`config.mk`:
```
export PLATFORM = sky130hd
export DESIGN_NAME = ultra_pack
export DESIGN_NICKNAME = d
export VERILOG_FILES = /design/src/rtl/ultra_pkg.sv /design/src/rtl/ultra_pack.sv
export SDC_FILE = /design/constraint.sdc
export NUM_CORES = 1
export LEC_CHECK = 0
export CAP_MARGIN = 25
export CORE_ASPECT_RATIO = 1.4
export CORE_MARGIN = 2
export CORE_UTILIZATION = 45
export CTS_CLUSTER_SIZE = 24
export DETAILED_ROUTE_END_ITERATION = 10
export DONT_BUFFER_PORTS = 1
export SLEW_MARGIN = 15
export SYNTH_ARGS = -nofsm -noshare
export SYNTH_HDL_FRONTEND = slang
export SYNTH_SLANG_ARGS = --single-unit
```
`constraint.sdc`:
```
create_clock -name CLK -period 6.9 [get_ports CLK]
set_input_delay 1.38 -clock CLK [delete_from_list [all_inputs] [get_ports CLK]]
set_output_delay 1.38 -clock CLK [all_outputs]
set_load 0.005 [all_outputs]
```
`src/rtl/ultra_pkg.sv`:
```
// Shared types and helpers for the ultra_pack symbol packer.
//   sym_t      : 9-bit symbol, [7:0] data, [8] flag
//   word_t     : 36-bit FIFO write word, four lanes
//   LANES      : symbols per word
//   lane_place : insert a symbol into one lane of a word
package ultra_pkg;

    typedef logic [8:0]  sym_t;
    typedef logic [35:0] word_t;

    localparam int LANES = 4;

    // Lane k keeps its data byte in [8k+7:8k] and its flag in bit 32+k, which
    // is the order the 36-to-9 FIFO reads symbols back out.
    function automatic word_t lane_place(input word_t w, input logic [1:0] lane, input sym_t s);
        word_t r;
        r = w;
        r[8*int'(lane) +: 8] = s[7:0];
        r[32 + int'(lane)]   = s[8];
        return r;
    endfunction

endpackage

```
`src/rtl/ultra_pack.sv`:
```
// ultra_pack: packs 9-bit symbols four to a 36-bit word for the 36-in/9-out
// output FIFO, with partial-word flush, almost-full back-pressure and a
// running count of written words.
//
// Ports:
//   CLK        in   clock, also the FIFO write clock
//   RST        in   asynchronous active-high reset
//   SYM        in   9  symbol (data [7:0], flag [8])
//   SYM_VALID  in   symbol presented
//   SYM_READY  out  symbol accepted this cycle when valid
//   FLUSH      in   single-cycle request to emit a partial word
//   FULL       in   FIFO almost-full
//   DI         out  36  FIFO write data
//   WREN       out  FIFO write enable
//   WORDS      out  CNT_W  words written, wrapping
//   BUSY       out  partial word held or flush pending
//
// state     | meaning
// ----------+-----------------------------------------------------------
// FILL      | accumulating symbols into lanes
// FLUSHWAIT | flush requested, waiting for an edge with FULL low
module ultra_pack
    import ultra_pkg::*;
#(
    parameter sym_t PAD   = 9'h000,
    parameter int   CNT_W = 16
) (
    input  logic             CLK,
    input  logic             RST,
    input  logic [8:0]       SYM,
    input  logic             SYM_VALID,
    output logic             SYM_READY,
    input  logic             FLUSH,
    input  logic             FULL,
    output logic [35:0]      DI,
    output logic             WREN,
    output logic [CNT_W-1:0] WORDS,
    output logic             BUSY
);

    typedef enum logic {
        FILL      = 1'b0,
        FLUSHWAIT = 1'b1
    } state_t;

    state_t           state_q, state_d;
    logic [1:0]       lane_q, lane_d;
    word_t            word_q, word_d;
    word_t            di_q, di_d;
    logic             wren_q, wren_d;
    logic [CNT_W-1:0] words_q, words_d;
    // Keeps SYM_READY low through reset until the first edge after release.
    logic             rdy_en_q;

    logic  accept;
    word_t placed;
    word_t padded;

    assign SYM_READY = rdy_en_q && !FULL && (state_q == FILL);
    assign accept    = SYM_VALID && SYM_READY;

    always_comb begin
        state_d = state_q;
        lane_d  = lane_q;
        word_d  = word_q;
        di_d    = di_q;
        wren_d  = 1'b0;
        words_d = words_q;
        placed  = lane_place(word_q, lane_q, SYM);
        padded  = word_q;
        for (int k = 0; k < LANES; k++) begin
            if (k >= int'(lane_q)) begin
                padded = lane_place(padded, 2'(k), PAD);
            end
        end

        case (state_q)
            FILL: begin
                if (accept) begin
                    if (lane_q == 2'd3) begin
                        di_d   = placed;
                        wren_d = 1'b1;
                        word_d = '0;
                        lane_d = 2'd0;
                    end else begin
                        word_d = placed;
                        lane_d = lane_q + 2'd1;
                    end
                end
                // A symbol taken on the same edge lands first; the pending
                // flush then acts on whatever word that leaves behind.
                if (FLUSH) begin
                    state_d = FLUSHWAIT;
                end
            end
            FLUSHWAIT: begin
                if (!FULL) begin
                    state_d = FILL;
                    if (lane_q != 2'd0) begin
                        di_d   = padded;
                        wren_d = 1'b1;
                        word_d = '0;
                        lane_d = 2'd0;
                    end
                end
            end
            default: state_d = FILL;
        endcase

        if (wren_d) begin
            words_d = words_q + CNT_W'(1);
        end
    end

    always_ff @(posedge CLK or posedge RST) begin
        if (RST) begin
            state_q  <= FILL;
            lane_q   <= 2'd0;
            word_q   <= '0;
            di_q     <= '0;
            wren_q   <= 1'b0;
            words_q  <= '0;
            rdy_en_q <= 1'b0;
        end else begin
            state_q  <= state_d;
            lane_q   <= lane_d;
            word_q   <= word_d;
            di_q     <= di_d;
            wren_q   <= wren_d;
            words_q  <= words_d;
            rdy_en_q <= 1'b1;
        end
    end

    assign DI    = di_q;
    assign WREN  = wren_q;
    assign WORDS = words_q;
    assign BUSY  = (lane_q != 2'd0) || (state_q == FLUSHWAIT);

endmodule

```
Word-level counts from Yosys, hierarchy flattened
Index checks and enable logic that the tools add are counted.

storage, ports and cells
  logic and storage cells = 63
  register bits = 93

operators by class
  reduce and logical (&&, ||, !) cells = 9
  mux-type cells = 30
  bitwise operators = 1
  $add $sub $neg = 4
  $lt $le $gt $ge = 5
  eq/ne operators = 5
  shifts and indexed selects = 2

operators with widths
  kind                                                               number
  2-to-1 mux 36 bit                                                  8
  one-hot mux 36 bit (2 select lines)                                2
  bitwise mux 36 bit                                                 2
  variable shift 8 x 33 -> 36 bit, first input constant              1
  indexed part select 8 x 33 -> 36 bit                               1
  2-to-1 mux 35 bit                                                  1
  2-to-1 mux 34 bit                                                  1
  2-to-1 mux 33 bit                                                  1
  negation 5 -> 33 bit                                               1
  adder 16 x 1 -> 16 bit, second input constant                      1
  2-to-1 mux 2 bit                                                   4
  adder 6 x 2 -> 7 bit, first input constant                         1
  greater-or-equal comparator 7 x 1 -> 1 bit, second input constant  1
  less-than comparator 7 bit, second input constant                  1
  2-to-1 mux 1 bit                                                   7
  demux 1 bit (select 6 bit)                                         1
  greater-or-equal comparator 1 x 2 -> 1 bit, first input constant   2
  logical AND 1 bit                                                  4
  inequality test 2 x 1 -> 1 bit, second input constant              2
  inequality test 2 bit, second input constant                       2
  one-hot mux 1 bit (2 select lines)                                 2
  one-hot mux 2 bit (2 select lines)                                 1
  AND reduction 4 bit                                                1
  AND reduction 3 bit                                                1
  other kinds (7)                                                    7

Longest topological paths before layout
Gate-level depths: netlist of run 1.

  depth in word-level cells = 9
  depth in mapped cells = 9
  gate-level depth less buffers = 7

Least setup slack after synthesis of run 1
Ideal clock, no wire load.

  path kind = input-to-output
  start point = input port FULL
  end point = output port SYM_READY
  data required time = 5.520 ns
  setup slack = 3.775 ns
  arrival time = 1.745 ns
  stages on the path = 2
  cell sequence = clkbuf_2 > nor3b_1

on the way
  longest elaborated chain between the ends = 3

RTL lines
  what                            line              RTL
  from (decl)                     ultra_pack.sv:34  input logic FULL,
  logical NOT 1 bit               n/a
  logical AND 1 bit (2 in a row)  ultra_pack.sv:59  assign SYM_READY = rdy_en_q && !FULL && (state_q == FILL);
  to (decl)                       ultra_pack.sv:32  output logic SYM_READY,

Every way passes these cells.

Worst setup path in the final report of run 1
  start point = register lane_q[0]
  end point = output port BUSY

on the way
  longest elaborated chain between the ends = 2

RTL lines
  what                    line               RTL
  from (decl)             ultra_pack.sv:47   logic [1:0] lane_q, lane_d;
  from (signal assigned)  ultra_pack.sv:126  lane_q <= lane_d;
  nonzero test 2 bit      ultra_pack.sv:138  assign BUSY = (lane_q != 2'd0) || (state_q == FLUSHWAIT);
  logical OR 1 bit        ultra_pack.sv:138
  to (decl)               ultra_pack.sv:38   output logic BUSY

Every way passes these cells.

==> reports/summary.md, run 1 <==
The flow ran to the end, and the final reports show no timing, DRC or antenna violations. The tools report the final sum of negative setup slack as 0 ns. Entering global routing, the biggest net connects 80 pins. The first routing iteration left 198 violations.

The H-tree was split into 3 levels. The worst register-to-register path has a depth of 6. The final worst-path cycle share was 0.469; the worst-case register-to-register setup slack was 3.95 ns.

The number of hold buffers added after CTS was 0. Area share of the leading cell type in the synthesized netlist: 0.535. The run gives 0.00491 ns as the worst clock skew.

After filler insertion, the fill cell instance count of the layout stands at 850. Relative max-transition margin: 0.423. After detailed routing, the average wire length per cell comes to 20.2 µm.

The run gives 0 as the final antenna diode count. Overall via count from detail_route: 2992. The beginning of the worst register-to-register path was lane_q[0].

The hold violation count in the final report came out at 0. The area share of and/or/nand/nor cells after synthesis is 0.170, and the core box area is 9410 µm². In this design, the stage delay of the slowest critical-path cell is 0.74 ns. The final worst setup slack came out at 3.67 ns. Walking the worst path, the cells encountered are inv_1 > ha_1 > nand2b_1. The area growth from synthesis to layout is 7.64%.

The worst endpoint data arrival time was 1.85 ns. The number of gates given a new drive strength after cts is 0. The number of instances in the synthesized netlist is 389, and the number of antenna violations at the first check in global routing is 0.

In this run the worst path has a maximum fanout of 18. The share of final-layout standard cells stronger than drive strength 1 came out at 0.110. The tools report the count of standard-cell rows as 42.

The slew at the pin with the worst max-slew slack works out to 0.858 ns. Yosys printed 0 warnings. Summed over all layers, the global routing overflow is 0. Once detail routing completed, the nets flagged for antenna violations numbered 0. Ranked by instance count, the synthesized netlist is headed by dfrtp_1 (92), nor2_1 (49), a22o_1 (30).

The count of different cell masters after synthesis is 56, and the placer's final routability congestion estimate is 0.784. The chip height is 120 µm. The worst flop-to-flop path endpoint was word_q[28].

Setup repair after global routing left no endpoint under its margin. The run gives 3.70 ns as the minimum setup slack after placement. The routed design could run at a clock period as short as 3.23 ns. The per-instance average area after synthesis works out to 11.1 µm². Most common cell in the synthesized netlist: dfrtp_1. Input and output buffers added on the ports amount to 0. The logs give 0.496 ns for the tightest hold margin and 0.535 for the fraction of the yosys area taken by sequential cells. The clock input transition at the sequential cells of the worst setup and hold paths is 0.06 ns. The tools report the number of global-route vias before repair as 2997. The global-route wire length before repair was 16600 µm; the final total power was 1.72 mW.

Dividing the detail-routed via count by the number of cells gives 6.08. The run gives 412 as the synthesized net count. The post-synthesis adder-cell area fraction came out at 0.0262. The data required time at the worst endpoint is 5.52 ns, and the overall die area is 10400 µm². The CTS root buffer was clkbuf_16. Total track usage: 0.206. For this design the top-level I/O count stands at 69.

The number of clock buffers added by TritonCTS is 9. Clock tree buffer depth: 2. The setup fix buffers added after clock tree synthesis was 0. The type of element capturing the critical path is an output pin. For the effective utilization at floorplan, the log shows 0.458. The dominant combinational cell family by area after synthesis was compound AO/OA/AOI/OAI gates. Count of flip-flops with a built-in enable after synthesis: 0.

The startpoint identified for the worst hold timing path is word_q[31]. The half-perimeter wire length after placement came out at 6600 µm. The first TritonRoute pass finished after 4 iterations. The compound-gate portion of the synthesized area came out at 0.197. The finished layout holds 492 standard cells, fillers aside.

The depth of the worst hold-timing path was 1. IR analysis of the VDD net gives a maximum drop of 0.137 mV. In the final design database the tool counted 402 nets. Yosys attributes the largest share of cell area to dfrtp_1 (53%), a22o_1 (6.1%), a221oi_1 (4.5%). TritonCTS built the clock tree. The slowest cell on the critical path was dfrtp_1. The main flop type after synthesis is dfrtp_1.

For this run, the top clock speed supported by timing is 309 MHz. The aggregate routed wire length was 9950 µm. Final-report max-slew violation count: 0.

For this design, the sink count on the clock tree is 92. In this run the power density over the cells is 372 nW/µm². Synthesis inferred 92 register bits.

The path with the worst hold slack has its endpoint at word_q[31]. The mapped netlist covers 4310 µm². The dominant cell type by area after synthesis was dfrtp_1. Including well taps, the total number of placed cells is 477. The proportion of synthesized area in mux cells works out to 0.00262. Xor-xnor portion of the synthesized cell area: 0.0305. Across the run, the number of max-cap violations was 0. The path type of the worst setup path was reg2out.

The x dimension of the die came out at 86.7 µm. The standby leakage power was 2.04 nW. For this run, design rule violations remaining after detail routing come to 0. Share of synthesized registers carrying an async set or reset: 1.00. The path class of the tightest hold or removal check is reg2reg. STA classifies the critical path startpoint as a register. The later pin in the worst-skew pair is clocked with a latency of 0.34 ns. Setup violations remaining at the end of the flow were counted as 0.
-- metrics by stage --
| stage | util | cell area (µm²) |
|---|---|---|
| final | 0.493 | 4630 |
| after global routing | 0.493 | 4630 |
| after CTS | 0.489 | 4600 |
| after detailed placement | 0.460 | 4330 |
| after global placement | 0.460 | 4330 |
| after floorplan | - | 4310 |
-- power by group --
part | total (mW) | switching, mW | internal (mW)
registers | 0.779 | 0.118 | 0.661
clock network | 0.470 | 0.193 | 0.277
logic | 0.474 | 0.307 | 0.167
total | 1.72 | 0.618 | 1.11
-- worst max-delay path: cells and delay by family, from the launching register on --
kind          cells  cell delay [ns]
fa+ha+maj         1             0.32
buf+inv           1             0.30
flops             1             0.74
simple gates      1             0.15
-- layer usage --
layer	up-vias	GRT usage	wire [µm]
met5	-	0	0
met4	0	0.0762	214
met3	16	0.0475	425
met2	85	0.323	4910
met1	1497	0.279	4400
li1	1394	-	-
-- how the worst max path moves through the flow --
| stage | cells past startpoint | to | startpoint |
|---|---|---|---|
| floorplan | 1 | DI[0] | RST |
| finish | 3 | BUSY | lane_q[0] |
| detailed placement | 6 | word_q[28] | lane_q[0] |
| global route | 3 | BUSY | lane_q[0] |
| global placement | 6 | word_q[26] | lane_q[0] |
| CTS | 6 | word_q[28] | lane_q[0] |
-- layout by cell type, fill, tap and decap left out, types with 9 or more instances in the layout --
master / synthesis / final
a21oi_1: 11 / 11
a221oi_1: 22 / 22
a22o_1: 30 / 30
clkbuf_16: 0 / 9
dfrtp_1: 92 / 92
ha_1: 9 / 9
nand2_1: 28 / 28
nor2_1: 49 / 49
nor2b_1: 13 / 13
o21ai_0: 10 / 10
xnor2_1: 10 / 10
-- flip-flops by register name, summed over array words and instances (netlist names) --
| name | count |
|---|---|
| lane_q | 2 |
| state_q | 1 |
| rdy_en_q | 1 |
| WORDS | 16 |
| DI | 36 |
| word_q | 35 |
| WREN | 1 |
-- cell families after synthesis --
kind of cell | count (synthesis)
other cells | 1
compound gates | 107
buf+inv | 31
flops | 92
simple gates | 133
xor+xnor | 15
fa+ha+maj | 9
mux | 1
-- layout make-up --
| cell class | instances | area, µm² | area share |
|---|---|---|---|
| Sequential cell | 92 | 2300 | 0.497 |
| Multi-Input combinational cell | 266 | 1850 | 0.398 |
| Clock buffer | 12 | 236 | 0.0510 |
| Tap cell | 110 | 138 | 0.0297 |
| Timing Repair Buffer | 4 | 50.0 | 0.0108 |
| Clock inverter | 2 | 37.5 | 0.00810 |
| Inverter | 6 | 23.8 | 0.00513 |
Note: power is estimated with default switching activity, not from simulation.
==> run 2, diff against run 1 <==
==> constraint.sdc (replaced) <==
create_clock -name CLK -period 3 [get_ports CLK]
set_input_delay 0.6 -clock CLK [delete_from_list [all_inputs] [get_ports CLK]]
set_output_delay 0.6 -clock CLK [all_outputs]
set_load 0.005 [all_outputs]
==> run 2 against run 1 <==
Against the previous run: die area unchanged; clock skew is 0.00060 ns higher; critical path depth grew 3; via count grew 1.5%; critical endpoint is now DI[13]; highest routed layer unchanged.
==> reports/summary.md, run 2 (synthesized netlist as in run 1, its figures left out) <==
STA puts the critical path data required time at 3.27 ns. The post-synthesis to final-layout area growth was 8.28%. For flop-to-flop paths, the worst setup slack is 0.48 ns. The tools report the effective utilization at floorplan as 0.458. The share of final-layout standard cells stronger than drive strength 1 was 0.124; the clock tree buffer depth was 2. The tools report the startpoint type of the worst setup path as a register. For this run, the top clock speed supported by timing is 397 MHz. The clock net in this run drives a total of 92 sinks. The average routed wire per standard cell was 20.1 µm; the final-report max-slew violation count was 0. After clock tree synthesis, the setup repair step added 0 buffers. The total power density per cell area was 851 nW/µm². For the remaining antenna violation count, the log shows 0.

The slew at the pin with the worst max-slew slack came out at 0.788 ns. VDD sags by at most 0.326 mV. Overall die area: 10400 µm². CTS placed an instance of clkbuf_16 at the clock tree root.

TritonCTS built the clock tree. The type of element capturing the critical path is a register. The number of clock buffers inserted by TritonCTS is 9.

Setup repair after global routing left no endpoint under its margin. The clock input transition at the sequential cells of the worst setup and hold paths works out to 0.06 ns. The remaining global-route overflow is 0, and the half-perimeter wire length after placement is 6700 µm. The first routing iteration left 199 violations. The count of placed standard cells in the final layout, fillers left out was 497; the number of antenna violations at the first check in global routing was 0.

The total track usage was 0.206; the aggregate routed wire length was 9980 µm. The number of antenna diodes in the final layout is 0. Entering global routing, the biggest net connects 93 pins.

For the core utilization of the finished layout, the log shows 0.496. At the later pin of the worst-skew pair, clock insertion delay measures 0.34 ns. The number of global-route vias before repair was 3015; the core box area was 9410 µm². The number of flip-flops under the largest register name is 36, and the relative max-transition margin is 0.471. The max-capacitance violation count was 0; the final worst-path cycle share was 0.840. After detailed routing, the number of remaining DRC violations is 0.

The library cells used most frequently in the layout, excluding fill and tap cells, are dfrtp_1 (92), nor2_1 (49), a22o_1 (30), nand2_1 (28), a221oi_1 (22). The minimum period implied by the final worst setup slack works out to 2.52 ns. The first global-routing pass estimated 16600 µm of wire.

After detailed placement, the design holds a cell count of 481. After routing, the total negative slack on setup checks comes to 0 ns. In this run the vertical extent of the chip is 120 µm. At the end of routability-driven placement, the weighted congestion stood at 0.828.

The run gives 405 as the count of nets after finishing. The via count normalized by instance count is 6.11, and the x dimension of the die is 86.7 µm. The logs give 0 for the hold buffer count at cts and 3038 for the overall via count from detail_route.

The count of buffers from port buffering came out at 0. The count of standard-cell rows was 42; the hold violation count in the final report was 0. In this run, post-CTS repair resized a total of 0 instances. Total setup violations reported at the end of the flow: 0. In this run the worst hold path is classified as in2async.

The most common cell after layout, fill and taps aside is dfrtp_1. The flow ran to the end, and the final reports show no timing, DRC or antenna violations. The level count of the clock H-tree is 3, and the highest fanout seen on the critical path is 12. Path type of the worst setup path: reg2reg. For the standby leakage power, the log shows 2.07 nW.

The tools report the total I/O pin count as 69. Data on the critical path arrives at its endpoint at 2.79 ns. For the number of detailed-routing iterations run before antenna repair, the log shows 4. Between clock sinks in the finished design, the worst skew comes to 0.00550 ns.
[run 2: path summary, 6_finish.rpt]
path / startpoint / endpoint / depth (start not counted)
max: lane_q[0] / DI[13] / 6
min: RST / DI[21] / 2
max reg2reg: lane_q[0] / DI[13] / 6
min reg2reg: word_q[28] / word_q[28] / 1
max in group asynchronous: RST / lane_q[0] / 2
min in group CLK: SYM[1] / word_q[17] / 1
[run 2: layer usage]
metal | global-route usage | vias to the layer above | routed length [µm]
li1 | - | 1394 | -
met1 | 0.281 | 1542 | 4300
met2 | 0.322 | 91 | 5090
met3 | 0.0413 | 11 | 428
met4 | 0.0781 | 0 | 163
met5 | 0 | - | 0
[run 2: through the flow]
step	total power, mW	area (µm²)	worst slack [ns]	hold slack (ns)
detailed placement	2.94	4380	0.493	0.475
global route	4.24	4660	0.207	0.277
global placement	2.90	4380	0.598	0.475
finish	3.97	4660	0.479	0.213
CTS	4.01	4660	0.486	0.271
floorplan	2.67	4310	0.00804	0.458
[run 2: critical path, stage by stage (launching register included)]
cell and delay [ns]:
dfrtp_1 0.49, inv_1 0.20, ha_1 0.62, nand2b_1 0.15, nor4b_2 0.65, a221oi_1 0.21
nor2_1 0.12
[run 2: power breakdown]
group	switching [mW]	internal [mW]	total [mW]
registers	0.265	1.52	1.78
clock network	0.458	0.604	1.06
logic	0.717	0.406	1.12
total	1.44	2.53	3.97
[run 2: layout make-up]
cell class	instances	area, µm²
repair buffers	7	77.6
fillers	866	4740
multi-input cells	266	1840
inverters	6	23.8
flip-flops and latches	92	2300
well taps	110	138
clock inverters	4	23.8
clock buffers	12	256
==> run 3, diff against run 2 <==
==> constraint.sdc (replaced) <==
create_clock -name CLK -period 2.5 [get_ports CLK]
set_input_delay 0.5 -clock CLK [delete_from_list [all_inputs] [get_ports CLK]]
set_output_delay 0.5 -clock CLK [all_outputs]
set_load 0.005 [all_outputs]
==> run 3 against run 2 <==
Against the previous run: worst hold slack worse by 0.079 ns; largest power group unchanged; sequential power is 21% higher; register-to-register slack worse by 0.34 ns; die area stayed put; sequential cell count stayed put; worst setup slack worse by 0.34 ns.
==> reports/summary.md, run 3 (synthesized netlist as in run 1, its figures left out) <==
The flow ran to the end, and the final reports show no timing, DRC or antenna violations. The overall via count from detail_route is 3041, and the max-capacitance violation count is 0. The post-synthesis to final-layout area growth works out to 11.8%. After clock tree synthesis, the clock-pin slew on the worst setup and hold paths is 0.06 ns.

The net count of the finished layout is 411. The smallest clock period supported by the final layout is computed as 2.36 ns. The run gives 2.14 nW as the standby leakage power.

The highest fanout seen on the critical path came out at 12. For the pin count of the biggest net entering global routing, the log shows 93. Setup repair after global routing could not meet its margin everywhere. The effective utilization at floorplan was 0.458; the count of buffers from port buffering was 0.

Number of flip-flops under the largest register name: 36. In this run the standard cell core region covers 9410 µm². The final worst-path cycle share was 0.946; the remaining global-route overflow was 0. The total track usage is 0.212, and the total power density per cell area is 1100 nW/µm². TritonCTS built the clock tree. For the final routed database, the setup TNS stands at 0 ns. The overall die area is 10400 µm², and the x dimension of the die is 86.7 µm.

The share of final-layout standard cells stronger than drive strength 1 was 0.140; the logic depth of the worst register-to-register path was 5. The critical path launch point is lane_q[0]. For the total setup violations reported at the end of the flow, the log shows 0.

The minimum setup slack after placement was 0.0898 ns; the maximum clock rate was 423 MHz. Once the clock tree was built, the setup fixing pass inserted 0 buffers. Level count of the clock H-tree: 3.

The number of antenna violations at the first check in global routing came out at 0. For the detailed router's first-iteration violation count, the log shows 125. The largest single stage delay on the critical path is 0.78 ns. The total instance count after detailed placement came out at 487. Dividing the detail-routed wire length by the instance count gives 20.1 µm. The number of clock sinks is 92, and the final total power is 5.27 mW.

The endpoint identified for the worst register-to-register timing path is DI[4]. At the later pin of the worst-skew pair, clock insertion delay measures 0.35 ns. Leaving out fill and tap cells, the most frequent cells in the layout are dfrtp_1 (92), nor2_1 (49), a22o_1 (30), nand2_1 (28), a221oi_1 (22). The run gives 17000 µm as the global-route wire length before repair.

Traced cell by cell, the critical path runs through inv_1 > ha_1 > nor4_2 > a221oi_1 > nor2_1. Leaving out fill and tap cells, the most frequent cell in the layout is dfrtp_1. The congestion estimate from routability-driven global placement came to 0.826.

Counting along the longest clock path gives a buffer depth of 2. Data on the critical path arrives at its endpoint at 2.63 ns. The number of fill cells in the layout is 835. The slew at the pin with the worst max-slew slack was 0.862 ns. The tools report the worst-case register-to-register setup slack as 0.14 ns. The floorplan has 42 rows.

Setup slack closes at 0.136 ns. The worst clock skew is 0.00574 ns, and the final antenna diode count is 0. The path type of the worst setup path was reg2reg. Core utilization of the finished layout: 0.512. After detailed routing, the number of remaining DRC violations is 0.

For this block, the routed nets add up to 10100 µm of wire. The hold violation count in the final report was 0. STA classifies the critical path endpoint as a register. The detail route stage leaves a number of antenna-violating nets equal to 0. The tools report the maximum vdd ir drop as 0.414 mV.

Half-perimeter wire length after placement: 7050 µm. The slowest cell on the critical path was nor4_2. The final-report max-slew violation count was 0; the data required time at the worst endpoint was 2.77 ns. Chip height: 120 µm.

The tools report the startpoint type of the worst setup path as a register. For the number of detailed-routing iterations run before antenna repair, the log shows 4. CTS root buffer: clkbuf_16. The number of global-route vias before repair came out at 3144. The run gives 503 as the count of placed standard cells in the final layout, fillers left out.

Dividing the detail-routed via count by the number of cells gives 6.05. The beginning of the worst register-to-register path was lane_q[0]. For the relative max-transition margin, the log shows 0.420.

The worst hold path belongs to the class in2async. In this run the count of I/O pins placed on the die edge is 69. In this run, CTS created clock tree buffers numbering 9.
==> run 3: changes by cell type in the layout (fill, tap and decap cells not counted), sizes merged <==
cell / change
buf: +6
bufinv: +5
clkinv: -4
clkbuf: -3
clkinvlp: +2
==> run 3: worst max-delay path, delay by kind of cell (launching register included) <==
| kind | cells | cell delay (ns) |
|---|---|---|
| and+or+nand+nor | 2 | 0.92 |
| adders and majority gates | 1 | 0.51 |
| AOI/OAI and AO/OA | 1 | 0.22 |
| buffers and inverters | 1 | 0.18 |
| DFF | 1 | 0.45 |
==> run 3: worst max path at each step <==
stage | to | slack (ns) | cells past startpoint
after global routing | DI[5] | -0.07 | 5
after detailed placement | DI[6] | 0.09 | 5
after global placement | DI[15] | 0.24 | 6
after CTS | DI[4] | 0.13 | 5
final | DI[4] | 0.14 | 5
after floorplan | word_q[16] | 0.49 | 6
==> run 3: layout make-up <==
type	instances	area, µm²	area share
clock buffers	9	225	0.0468
clock inverters	7	163	0.0338
inverters	6	26.3	0.00546
multi-input cells	266	1850	0.384
flip-flops and latches	92	2300	0.478
well taps	110	138	0.0286
repair buffers	13	110	0.0229
==> run 3: what timing repair did <==
action / in CTS / in global routing
resized for setup: 0 / 1
hold buffers: 0 / 0
endpoints found under the setup margin: 0 / 20
==> run 3: per-stage QoR <==
step / hold slack, ns / cell area, µm²
6_report: 0.134 / 4810
3_5_place_dp: 0.477 / 4420
2_1_floorplan: 0.458 / 4310
4_1_cts: 0.187 / 4800
5_1_grt: 0.207 / 4810
3_3_place_gp: 0.476 / 4420
==> run 3: where the power goes <==
part / internal (mW) / switching, mW
combinational: 0.500 / 0.884
clock: 1.18 / 0.566
sequential: 1.82 / 0.324
total: 3.50 / 1.77
==> run 3: per-layer routing <==
layer | vias to the layer above | GRT usage | wire length [µm]
li1 | 1408 | - | -
met1 | 1533 | 0.270 | 4150
met2 | 86 | 0.346 | 5260
met3 | 14 | 0.0426 | 512
met4 | 0 | 0.0967 | 184
met5 | - | 0 | 0
